$ cat config.mk
export PLATFORM = sky130hd
export DESIGN_NAME = scan_fault_seq_core_flat
export DESIGN_NICKNAME = d
export VERILOG_FILES = /design/src/rtl/scan_fault_seq_core_if.sv /design/src/rtl/scan_fault_seq_core.sv /design/src/flat_wrapper.sv
export SDC_FILE = /design/constraint.sdc
export NUM_CORES = 1
export LEC_CHECK = 0
export ABC_AREA = 1
export ABC_CLOCK_PERIOD_IN_PS = 1200
export CORE_UTILIZATION = 47
export CTS_BUF_LIST = sky130_fd_sc_hd__clkbuf_16
export DETAILED_ROUTE_END_ITERATION = 6
export GPL_ROUTABILITY_DRIVEN = 0
export PLACE_DENSITY = 0.85
export SLEW_MARGIN = 40
export SYNTH_ARGS = -nofsm -noshare
export SYNTH_HDL_FRONTEND = slang
export SYNTH_SLANG_ARGS = --single-unit
$ cat constraint.sdc
create_clock -name clk -period 1.2 [get_ports clk]
set_clock_uncertainty 0.15 [all_clocks]
set_input_delay 0.24 -clock clk [delete_from_list [all_inputs] [get_ports clk]]
set_output_delay 0.24 -clock clk [all_outputs]
set_load 0.005 [all_outputs]
$ cat src/rtl/scan_fault_seq_core_if.sv
// scan_fault_seq_core_if
// Purpose : bundles the functional, scan and fault-injection signals of
//           scan_fault_seq_core so the core and its driver share one port.
// Signals : A          - primary input per lane
//           se         - scan enable (1 = shift state chain, 0 = capture)
//           scan_in    - serial input of the state chain
//           scan_out   - serial output of the state chain (qC of last lane)
//           fault_load - shift the fault register by one bit this cycle
//           fault_in   - serial input of the fault register
//           K, B, C    - per-lane cone outputs (combinational)
//           shift_done - one-cycle pulse after every full chain load
// Modports: master drives the inputs of the core, slave is the core itself.
interface scan_fault_seq_core_if #(
  parameter int LANES = 4
);
  logic [LANES-1:0] A;
  logic             se;
  logic             scan_in;
  logic             scan_out;
  logic             fault_load;
  logic             fault_in;
  logic [LANES-1:0] K;
  logic [LANES-1:0] B;
  logic [LANES-1:0] C;
  logic             shift_done;

  modport master (
    output A, se, scan_in, fault_load, fault_in,
    input  K, B, C, scan_out, shift_done
  );

  modport slave (
    input  A, se, scan_in, fault_load, fault_in,
    output K, B, C, scan_out, shift_done
  );
endinterface

$ cat src/rtl/scan_fault_seq_core.sv
// scan_fault_seq_core
// Purpose : LANES copies of the OR/AND/NOT/NOR cone with their qB/qC state
//           flops stitched into one scan chain, plus a serially loaded fault
//           register that injects a stuck-at fault on H or J of each lane.
// Ports   : clk - single clock, rising edge
//           rst - synchronous active-high reset
//           bus - scan_fault_seq_core_if.slave (see interface header)
module scan_fault_seq_core #(
  parameter int LANES = 4
) (
  input logic                  clk,
  input logic                  rst,
  scan_fault_seq_core_if.slave bus
);
  localparam int NB = 2 * LANES;
  localparam int CW = $clog2(NB + 1);
  localparam logic [CW-1:0] LAST = CW'(NB - 1);

  typedef enum logic {
    FUNC,
    SHIFT
  } state_t;

  // Chain bit 2i holds qB[i], bit 2i+1 holds qC[i]; shifting left walks
  // scan_in -> qB0 -> qC0 -> qB1 ... -> qC[LANES-1] -> scan_out.
  logic [NB-1:0]    r_chain;
  logic [NB-1:0]    r_fault;
  logic [NB-1:0]    w_capture;
  logic [LANES-1:0] w_h;
  logic [LANES-1:0] w_j;

  state_t           r_state;
  logic [CW-1:0]    r_cnt;
  logic             r_shift_done;

  for (genvar gi = 0; gi < LANES; gi++) begin : g_lane
    logic       w_d;
    logic       w_h_raw;
    logic       w_j_raw;
    logic [1:0] w_mode;

    assign w_d     = r_chain[2*gi] | r_chain[2*gi+1];
    assign w_h_raw = bus.A[gi] & w_d;
    assign w_j_raw = ~w_d;
    assign w_mode  = r_fault[2*gi+1 : 2*gi];

    // 01: H stuck-at-0, 10: H stuck-at-1, 11: J stuck-at-1
    assign w_h[gi] = (w_mode == 2'b01) ? 1'b0 :
                     (w_mode == 2'b10) ? 1'b1 : w_h_raw;
    assign w_j[gi] = (w_mode == 2'b11) ? 1'b1 : w_j_raw;

    assign w_capture[2*gi]   = w_h[gi];
    assign w_capture[2*gi+1] = w_j[gi];
  end

  assign bus.B          = w_h;
  assign bus.C          = w_j;
  assign bus.K          = ~(w_h | w_j);
  assign bus.scan_out   = r_chain[NB-1];
  assign bus.shift_done = r_shift_done;

  // State chain and fault register; a fault load is independent of se.
  always_ff @(posedge clk) begin
    if (rst) begin
      r_chain <= '0;
      r_fault <= '0;
    end else begin
      if (bus.se) begin
        r_chain <= {r_chain[NB-2:0], bus.scan_in};
      end else begin
        r_chain <= w_capture;
      end
      if (bus.fault_load) begin
        r_fault <= {r_fault[NB-2:0], bus.fault_in};
      end
    end
  end

  // Shift counter FSM. The counter holds the number of shifts already taken
  // in the current load, so the NB-th shift is the edge that sees NB-1.
  always_ff @(posedge clk) begin
    if (rst) begin
      r_state      <= FUNC;
      r_cnt        <= '0;
      r_shift_done <= 1'b0;
    end else begin
      r_shift_done <= 1'b0;
      case (r_state)
        FUNC: begin
          if (bus.se) begin
            r_state <= SHIFT;
            r_cnt   <= CW'(1);
          end else begin
            r_cnt   <= '0;
          end
        end
        SHIFT: begin
          if (!bus.se) begin
            r_state <= FUNC;
            r_cnt   <= '0;
          end else if (r_cnt == LAST) begin
            r_cnt        <= '0;
            r_shift_done <= 1'b1;
          end else begin
            r_cnt <= r_cnt + CW'(1);
          end
        end
        default: begin
          r_state <= FUNC;
          r_cnt   <= '0;
        end
      endcase
    end
  end
endmodule

$ cat src/flat_wrapper.sv
// flat-port wrapper written by rule: the top's interface ports become plain ports
module scan_fault_seq_core_flat 
#(
  parameter int LANES = 4
)
  (clk, rst, bus_A, bus_se, bus_scan_in, bus_fault_load, bus_fault_in, bus_K, bus_B, bus_C, bus_scan_out, bus_shift_done);
  scan_fault_seq_core_if #(.LANES(LANES)) bus_i ();
  input logic clk;
  input logic rst;
  input wire logic [$bits(bus_i.A)-1:0] bus_A;
  input wire logic [$bits(bus_i.se)-1:0] bus_se;
  input wire logic [$bits(bus_i.scan_in)-1:0] bus_scan_in;
  input wire logic [$bits(bus_i.fault_load)-1:0] bus_fault_load;
  input wire logic [$bits(bus_i.fault_in)-1:0] bus_fault_in;
  output wire logic [$bits(bus_i.K)-1:0] bus_K;
  output wire logic [$bits(bus_i.B)-1:0] bus_B;
  output wire logic [$bits(bus_i.C)-1:0] bus_C;
  output wire logic [$bits(bus_i.scan_out)-1:0] bus_scan_out;
  output wire logic [$bits(bus_i.shift_done)-1:0] bus_shift_done;
  assign bus_i.A = bus_A;
  assign bus_i.se = bus_se;
  assign bus_i.scan_in = bus_scan_in;
  assign bus_i.fault_load = bus_fault_load;
  assign bus_i.fault_in = bus_fault_in;
  assign bus_K = bus_i.K;
  assign bus_B = bus_i.B;
  assign bus_C = bus_i.C;
  assign bus_scan_out = bus_i.scan_out;
  assign bus_shift_done = bus_i.shift_done;
  scan_fault_seq_core #(.LANES(LANES)) u_core (.clk(clk), .rst(rst), .bus(bus_i));
endmodule
==> results.toml, run 1 <==
[global_route]
grt.total_usage_pct = 64.9
overflow = 11
grt_max_degree = 14

[synthesis]
synth.most_common_cell = "nand2_1"
synth_mux_area_share_pct = 0
synthSimpleGateAreaFrac_pct = 23.9
synthTopCellsByArea = "dfxtp_1 47%, nand2_1 14%, inv_1 8.8%"
synthFlopType = "dfxtp_1"
synth_cells = 133
synth_fa_ha_area_share_pct = 1.33
synth_seq_cells = 22
synth-edff-count = 0
seq_area_frac_synth_pct = 46.7
async_flop_share_pct = 0
yosys.cell_types.count = 18
synth_xor_area_share_pct = 1.86
synth_area_leader_cell = "dfxtp_1"
synth_area_um2 = 943
syn_avg_cell_area_um2 = 7.09
synth_compound_area_share_pct = 15.5
synth.top_cell.area_share_pct = 46.7
synth_nets = 144
ys_warn_count = 0
synth_commonest_cells = "34 x nand2_1, 22 x dfxtp_1, 22 x inv_1, 12 x a21oi_1, 11 x nor2_1"
synth_top_family_by_area = "simple AND/OR/NAND/NOR gates"

[clocking]
htreeDepth = 1
cts_buffers = 3
ctsHoldBuffers = 0
cts-root-buf = "clkbuf_16"
cts.sinks = 22
cts_buffer_depth = 2

[die]
num_rows = 15
die_width_um = 46.8
ios = 24
start_util_pct = 52.4
die_y_um = 46.8

[placement]
io_buffers = 23
hpwl_um = 1670

[sta]
worst_path_end_type = "primary output"
crit_endpoint = "bus_K[3]"

[status]
status = "stopped before the end"
stop_stage = "global routing (5_1_grt)"
firstError = "[ERROR GRT-0232] Routing congestion too high. Check the congestion heatmap in the GUI."
-- what timing repair did --
| action | in CTS |
|---|---|
| pin swaps | 22 |
| gates cloned | 1 |
| endpoints found under the hold margin | 0 |
| gates resized for setup | 95 |
| buffers inserted | 17 |
| setup endpoints to repair | 30 |
-- kinds of logic after synthesis --
logic type               count (synthesis)
XOR/XNOR                                 2
AND/OR/NAND/NOR                         54
AO/OA/AOI/OAI                           28
buffers and inverters                   26
flip-flops                              22
adder cells (fa/ha/maj)                  1
-- metrics by stage --
stage	instance area [µm²]	hold slack, ps	instances	setup slack [ps]
global placement	1340	280	199	-644
floorplan	943	162	133	42.6
CTS	1570	299	219	-388
detailed placement	1340	290	199	-701
-- layer usage --
| layer | overflow | GRT usage [%] |
|---|---|---|
| met4 | 7 | 76.6 |
| met1 | 0 | 61.0 |
| met2 | 4 | 82.2 |
| met5 | 0 | 5.00 |
| met3 | 0 | 48.8 |
==> inputs of run 2 (changes only) <==
CORE_AREA = 2 2 63 65   (was unset)
CORE_UTILIZATION = unset   (was 47)
CTS_BUF_LIST = unset   (was sky130_fd_sc_hd__clkbuf_16)
DIE_AREA = 0 0 65 67   (was unset)
PLACE_DENSITY = unset   (was 0.85)
PLACE_DENSITY_LB_ADDON = 0.15   (was unset)
==> results.toml, run 2 <==
[global_route]
antenna_found_initial = 0
grt_pass1_wl_um = 4240
grt_max_degree = 12
grt.total_usage_pct = 12.8
grt_pass1_vias = 947
overflow = 0

[status]
violations = "negative setup slack"
status = "finished with violations"

[synthesis]
synth_commonest_cells = "34 x nand2_1, 22 x dfxtp_1, 22 x inv_1, 12 x a21oi_1, 11 x nor2_1"
synth_top_family_by_area = "simple AND/OR/NAND/NOR gates"
yosys.cell_types.count = 18
synth_xor_area_share_pct = 1.86
synth_seq_cells = 22
synthFlopType = "dfxtp_1"
synth_nets = 144
synthSimpleGateAreaFrac_pct = 23.9
synth_area_leader_cell = "dfxtp_1"
synth_compound_area_share_pct = 15.5
synth_mux_area_share_pct = 0
synth_fa_ha_area_share_pct = 1.33
syn_avg_cell_area_um2 = 7.09
synth.top_cell.area_share_pct = 46.7
synth.most_common_cell = "nand2_1"
synth-edff-count = 0
synthTopCellsByArea = "dfxtp_1 47%, nand2_1 14%, inv_1 8.8%"
async_flop_share_pct = 0
seq_area_frac_synth_pct = 46.7
synth_area_um2 = 943
synth_cells = 133
ys_warn_count = 0

[clocking]
cts_buffer_depth = 2
cts_tree = "done"
insertion_delay_ps = 250
cts.sinks = 22
clkTransAtPathRegs_ps = 80
cts-root-buf = "clkbuf_8"
htreeDepth = 1
cts_buffers = 3

[sta]
fmax_mhz = 661
fin_crit_sh_pct = 126
max_slew_margin_pct = 87.1
timing.hold.ws_ps = 257
setup_ws_ps = -312
max_slew.worst_pin.slew_ps = 193
rsz0062_at_grt = "true"
finalHoldViolCount = 0
final_max_slew_viol_count = 0
setup_viol = 12
min_period_ps = 1510

[finish]
fillCellCount = 375
antennaDiodeCount = 0
nets = 202
mostFrequentLayoutCells = "27 x buf_4, 26 x nand2_1, 16 x inv_1"
multi_input_comb_area_um2 = 477
top_regs = "u_core.r_chain x8, u_core.r_fault x8, u_core.r_cnt x4"
finalCoreUtilization_pct = 43.5
regArea_um2 = 465
final_common_cell = "buf_4"
areaGrowthSynthToFinish_pct = 66.3
drive_gt1_share_pct = 50.3

[die]
num_rows = 22
die_width_um = 65
core_area_um2 = 3610
ios = 24
die-area_um2 = 4360
start_util_pct = 26.2
die_y_um = 67

[detailed_routing]
drc = 0
drt-pass1-iter-count = 4
totalWireLength_um = 2440
viasPerCell = 4.21
dr_total_vias = 997
ant_nets = 0
drt_iter0_markers = 29
wl_per_cell_um = 10.3

[min_path]
worst_hold_path_type = "in2reg"

[critical_path]
cp_max_fo = 4
cp_slowest_cell = "dfxtp_2"
crit_path_start_kind = "register"
crit_required_ps = 810
max_stage_delay_ps = 350
critical_path_class = "reg2out"
crit_path_end_kind = "primary output"
critical_path_arrival_ps = 1120
cp_cell_sequence = "or2_1, nand2_1, nand2_1, inv_1, buf_2"
crit_path_frequent_cell = "nand2_1"

[pwr]
vdd_drop_max_mv = 0.421
power.density_nw_per_um2 = 1110
p_leak_nw = 0.762

[placement]
io_buffers = 23
hpwl_um = 1730

[flow_run]
cap_violations = 0
==> run 2: cell counts after synthesis <==
Identical to the previous run, type by type.
==> run 2: logic make-up after synthesis <==
group / after synthesis
AO/OA/AOI/OAI: 28
XOR/XNOR: 2
adder cells (fa/ha/maj): 1
buffers and inverters: 26
flip-flops: 22
AND/OR/NAND/NOR: 54
==> run 2: worst max-delay path, delay by kind of cell, from the launching register on <==
kind          cells  cell delay, ps
simple gates      3             370
flops             1             350
buf+inv           2             140
==> run 2: what timing repair did <==
item                       4_1_cts  5_1_grt
setup endpoints to repair       26       21
hold buffers                     0        0
setup buffers                   15        2
resized for setup               89       29
pin swaps                       19       13
==> run 2: final timing paths <==
path / slack (ps) / endpoint / from / cells after the start
setup reg to reg: 70 / u_core.r_chain[4] / u_core.r_chain[5] / 6
setup / recovery: -310 / bus_K[3] / u_core.r_fault[7] / 5
hold / removal: 260 / u_core.bus.shift_done / bus_se / 5
hold reg to reg: 300 / u_core.r_cnt[0] / u_core.r_state / 1
==> run 2: report_power, final <==
part / internal (mW) / switching (mW) / leakage, nW
Combinational: 0.258 / 0.198 / 0.553
Clock: 0.224 / 0.228 / 0.0216
Sequential: 0.780 / 0.0474 / 0.187
Total: 1.26 / 0.473 / 0.762
==> run 2: area by class of cell <==
cell class | count | area share, %
Sequential cell | 22 | 29.7
Timing Repair Buffer | 54 | 27.4
Tap cell | 48 | 3.83
Inverter | 25 | 6.14
Multi-Input combinational cell | 85 | 30.4
Clock buffer | 3 | 2.63
==> run 2: metal layers <==
layer	vias to the layer above	wire length, µm	global-route usage (%)
li1	528	-	-
met1	443	1140	15.2
met2	22	1140	21.8
met3	4	129	2.70
met4	0	31	6.12
met5	-	0	0
==> run 2: stage by stage <==
| step | total power, mW | TNS [ps] | setup slack, ps | instance area [µm²] | std cells |
|---|---|---|---|---|---|
| floorplan | 0.966 | 0 | 42.6 | 943 | 133 |
| global placement | 1.22 | -11600 | -663 | 1400 | 226 |
| detailed placement | 1.23 | -12040 | -687 | 1400 | 226 |
| CTS | 1.73 | -3240 | -335 | 1510 | 238 |
| global route | 1.86 | -3950 | -417 | 1570 | 237 |
| finish | 1.73 | -3010 | -312 | 1570 | 237 |
Note: power is estimated with default switching activity, not from simulation.
